`src/rtl/inv_round_core.sv`:
```
// inv_round_core: AES inverse round core, InvShiftRows + AddRoundKey at accept,
// then column-serial InvMixColumns (skipped on the final round), valid/ready output.
module inv_round_core (
   input  logic         clk,
   input  logic         rst_n,
   input  logic         i_valid,
   output logic         o_ready,
   input  logic [0:127] i_state,
   input  logic [0:127] i_round_key,
   input  logic         i_last,
   output logic         o_valid,
   input  logic         i_ready,
   output logic [0:127] o_state
);
   typedef enum logic [1:0] {IDLE, MIX, DONE} state_t;
   state_t       st;
   logic [0:127] state_q;
   logic [0:127] shifted;
   logic [1:0]   col;
   logic         last_q;
   logic [0:31]  cur;
   logic [0:31]  mixed;

   function automatic logic [7:0] xt(input logic [7:0] b);
      return {b[6:0], 1'b0} ^ (b[7] ? 8'h1b : 8'h00);
   endfunction

   function automatic logic [7:0] mul(input logic [7:0] b, input logic [3:0] c);
      logic [7:0] b2, b4, b8;
      b2 = xt(b);
      b4 = xt(b2);
      b8 = xt(b4);
      return (c[3] ? b8 : 8'h00) ^ (c[2] ? b4 : 8'h00) ^ (c[1] ? b2 : 8'h00) ^ (c[0] ? b : 8'h00);
   endfunction

   // byte k = 4*c + r takes input byte from column (c - r) mod 4, same row
   genvar k;
   for (k = 0; k < 16; k++) begin : g_shift
      assign shifted[8*k +: 8] = i_state[8*(4*(((k/4) - (k%4) + 4) % 4) + (k%4)) +: 8];
   end

   assign cur   = state_q[{col, 5'b0} +: 32];
   assign mixed = {
      mul(cur[0:7], 4'he) ^ mul(cur[8:15], 4'hb) ^ mul(cur[16:23], 4'hd) ^ mul(cur[24:31], 4'h9),
      mul(cur[0:7], 4'h9) ^ mul(cur[8:15], 4'he) ^ mul(cur[16:23], 4'hb) ^ mul(cur[24:31], 4'hd),
      mul(cur[0:7], 4'hd) ^ mul(cur[8:15], 4'h9) ^ mul(cur[16:23], 4'he) ^ mul(cur[24:31], 4'hb),
      mul(cur[0:7], 4'hb) ^ mul(cur[8:15], 4'hd) ^ mul(cur[16:23], 4'h9) ^ mul(cur[24:31], 4'he)};

   assign o_state = state_q;

   always_ff @(posedge clk or negedge rst_n) begin
      if (!rst_n) begin
         st      <= IDLE;
         state_q <= '0;
         col     <= 2'd0;
         last_q  <= 1'b0;
         o_ready <= 1'b0;
         o_valid <= 1'b0;
      end else begin
         case (st)
            IDLE: if (i_valid && o_ready) begin
               state_q <= shifted ^ i_round_key;
               last_q  <= i_last;
               col     <= 2'd0;
               o_ready <= 1'b0;
               st      <= i_last ? DONE : MIX;
            end else o_ready <= 1'b1;
            MIX: begin
               if (!last_q) state_q[{col, 5'b0} +: 32] <= mixed;
               col <= col + 2'd1;
               if (col == 2'd3) begin
                  st      <= DONE;
                  o_valid <= 1'b1;
               end
            end
            // a final round enters DONE with o_valid low; it rises one edge later
            DONE: if (o_valid && i_ready) begin
               st      <= IDLE;
               o_valid <= 1'b0;
               o_ready <= 1'b1;
            end else o_valid <= 1'b1;
            default: st <= IDLE;
         endcase
      end
   end
endmodule

```
`config.mk`:
```
export PLATFORM = sky130hd
export DESIGN_NAME = inv_round_core
export DESIGN_NICKNAME = d
export VERILOG_FILES = /design/src/rtl/inv_round_core.sv
export SDC_FILE = /design/constraint.sdc
export NUM_CORES = 1
export LEC_CHECK = 0
export BUFFER_PORTS_ARGS = -buffer_cell sky130_fd_sc_hd__clkbuf_2
export CORE_MARGIN = 1.5
export CORE_UTILIZATION = 30
export CTS_BUF_LIST = sky130_fd_sc_hd__clkbuf_8
export DETAILED_ROUTE_END_ITERATION = 8
export PLACE_DENSITY = 0.62
export SYNTH_ARGS = -nofsm -noshare
export SYNTH_HDL_FRONTEND = slang
export SYNTH_SLANG_ARGS = --single-unit
export TNS_END_PERCENT = 10
```
`constraint.sdc`:
```
create_clock -name clk -period 4.35 [get_ports clk]
set_clock_uncertainty 0.15 [all_clocks]
set_input_delay 0.87 -clock clk [delete_from_list [all_inputs] [get_ports clk]]
set_output_delay 0.87 -clock clk [all_outputs]
set_load 0.1 [all_outputs]
```
==> impl_metrics.yaml <==
route:
  vias: 9126
  drc_errors: 0
  firstDrtPassIters: 5
  antenna_left: 0
  drt_wl_total_mm: 38.5
  routed_via_density: 5.17
  drt_iter0_markers: 650
  wl_per_cell_um: 21.8
cts:
  cts_setup_buffers: 0
  h-tree-depth: 4
  cts_resized: 0
  root_buffer: "clkbuf_8"
  cts_tree: "done"
  clockBufferDepth: 2
  hold_buffers: 0
  numCtsBuffers: 17
  clk_latency_ns: 0.46
  path_clk_slew_ns: 0.08
  cts_num_sinks: 135
timing:
  fin_crit_sh_pct: 90.9
  hold_viol: 0
  slew_headroom_pct: 35.7
  finalCriticalPeriod_ns: 3.95
  fin_hold_ws_ns: 0.225
  setup_tns_ns: 0
  worstMarginPinSlew_ns: 0.964
  slew_violations: 0
  rsz0062_at_grt: "no"
  clock.fmax_ghz: 0.253
  setup_violations: 0
cells_and_area:
  layoutNonFillerInstCount: 1764
  drive_above_1_share_pct: 38.7
  area_growth_pct: 27.5
  regArea_um2: 3380
  antenna_cells: 0
  design_area_um2: 13100
  final_cell_mix: "clkbuf_2 (389), xnor2_1 (149), dfrtp_1 (133)"
  fillerInstances: 3397
  layout_commonest_cell: "clkbuf_2"
  multi_input_area_um2: 6560
  nets: 1568
placed_design:
  post_dp_cell_area_um2: 12700
  hpwl_mm: 29.9
  place_congestion: 0.890
  port_buffers: 390
  dp.cells: 1732
floorplan:
  core_area_um2: 33500
  rows: 67
  start_util_pct: 30.5
  io_pins: 391
  die_area_um2: 35300
  die_width_um: 188
  die_h_um: 188
synth:
  syn-instance-count: 944
  seq_area_frac_synth_pct: 33.0
  syn_area_per_cell_um2: 10.8
  ys_seq_elements: 135
  yosys_warnings: 0
  synth_area_um2: 10200
  synth_cell_type_count: 37
  syn_nets: 1209
grt:
  grt_max_degree: 85
  grtUsageTotal_pct: 21.9
  grt_pass1_vias: 9300
  antenna_found_initial: 0
  grt_pass1_wl_mm: 57.8
  globalRoute.totalOverflow: 0
run:
  cap_violations: 0
setup_path:
  cp-start-kind: "flip-flop"
  critPathMaxFanout: 12
  required_ns: 4.57
  critPathArrivalTime_ns: 4.18
  end_kind: "flip-flop"
  path_class: "reg -> reg"
min_path:
  worstHoldPathType: "in -> async"
status:
  status: "complete, no violations"
-- cells by family after synthesis --
| logic type | after synthesis | share of synthesized area, % |
|---|---|---|
| AOI/OAI and AO/OA | 267 | 18.0 |
| xor gates and xnor gates | 318 | 33.6 |
| adders and majority gates | 4 | 0.489 |
| buffers and inverters | 77 | 3.37 |
| DFF | 135 | 33.0 |
| muxes | 34 | 7.29 |
| and+or+nand+nor | 109 | 4.25 |
-- Yosys cell counts (all sizes together) --
library cell    n  area [um2]
and3            2        12.5
nor2           90         338
a21o            1        7.51
nor2b           1        6.26
o221ai         44         385
a21oi          87         435
nand2b          1        6.26
nand3           2        10.0
o21a           47         353
ha              4        50.1
xnor2         162        1530
a22oi          85         638
nand4           3        18.8
o32a            1        10.0
nor4            1        6.26
clkbuf         49         184
xnor3          33         749
dfrtp         135        3380
a22o            1        8.76
buf            24         146
nor3            3        15.0
a211oi          1        7.51
nand2           6        22.5
mux2            2        22.5
xor2          120        1090
mux4           32         724
inv             4        15.0
xor3            3        72.6
-- critical path, stage by stage (launching register included) --
cell and delay [ns]:
dfrtp_2 0.60, buf_4 0.34, mux4_2 0.68, xor2_1 0.25
xnor3_2 0.53, xnor3_1 0.44, xnor2_1 0.49, a22oi_1 0.18
a21oi_1 0.19
-- state kept, by name (all words and copies together), names as in the netlist --
register  flops
col           2
last_q        1
o_ready       1
o_state     128
o_valid       1
st            2
-- final cells by class --
class                           count  share of cell area, %
Clock buffer                       21                   2.21
Clock inverter                     11                  0.450
Sequential cell                   135                   25.9
Inverter                            4                  0.115
Timing Repair Buffer              413                   16.8
Multi-Input combinational cell    732                   50.2
Tap cell                          448                   4.29
-- per-layer routing --
layer	share of wire, %	up-vias	global-route usage (%)
met4	3.4	0	9.14
li1	-	4120	-
met1	40	4522	27.4
met2	50	422	37.2
met5	0	-	0
met3	6.1	62	3.78
-- final timing paths --
path                       startpoint          end  slack [ns]  depth (start not counted)
max                            col[0]  o_state[51]        0.40                          8
min                             rst_n      o_valid        0.23                          1
max reg2reg                    col[0]  o_state[51]        0.40                          8
min reg2reg                    last_q       last_q        0.36                          1
max in group asynchronous       rst_n  o_state[55]        2.94                          2
min in group clk               last_q       last_q        0.36                          1
-- through the flow --
stage	setup WS [ns]	utilization, %
detailed placement	0.450	37.9
global placement	0.483	37.9
global route	0.202	38.9
finish	0.397	38.9
CTS	0.416	38.9
floorplan	0.780	-
Power is left out: the tool's default activity adds up to more than one toggle a clock period on the data nets, which glitch-free logic cannot reach.
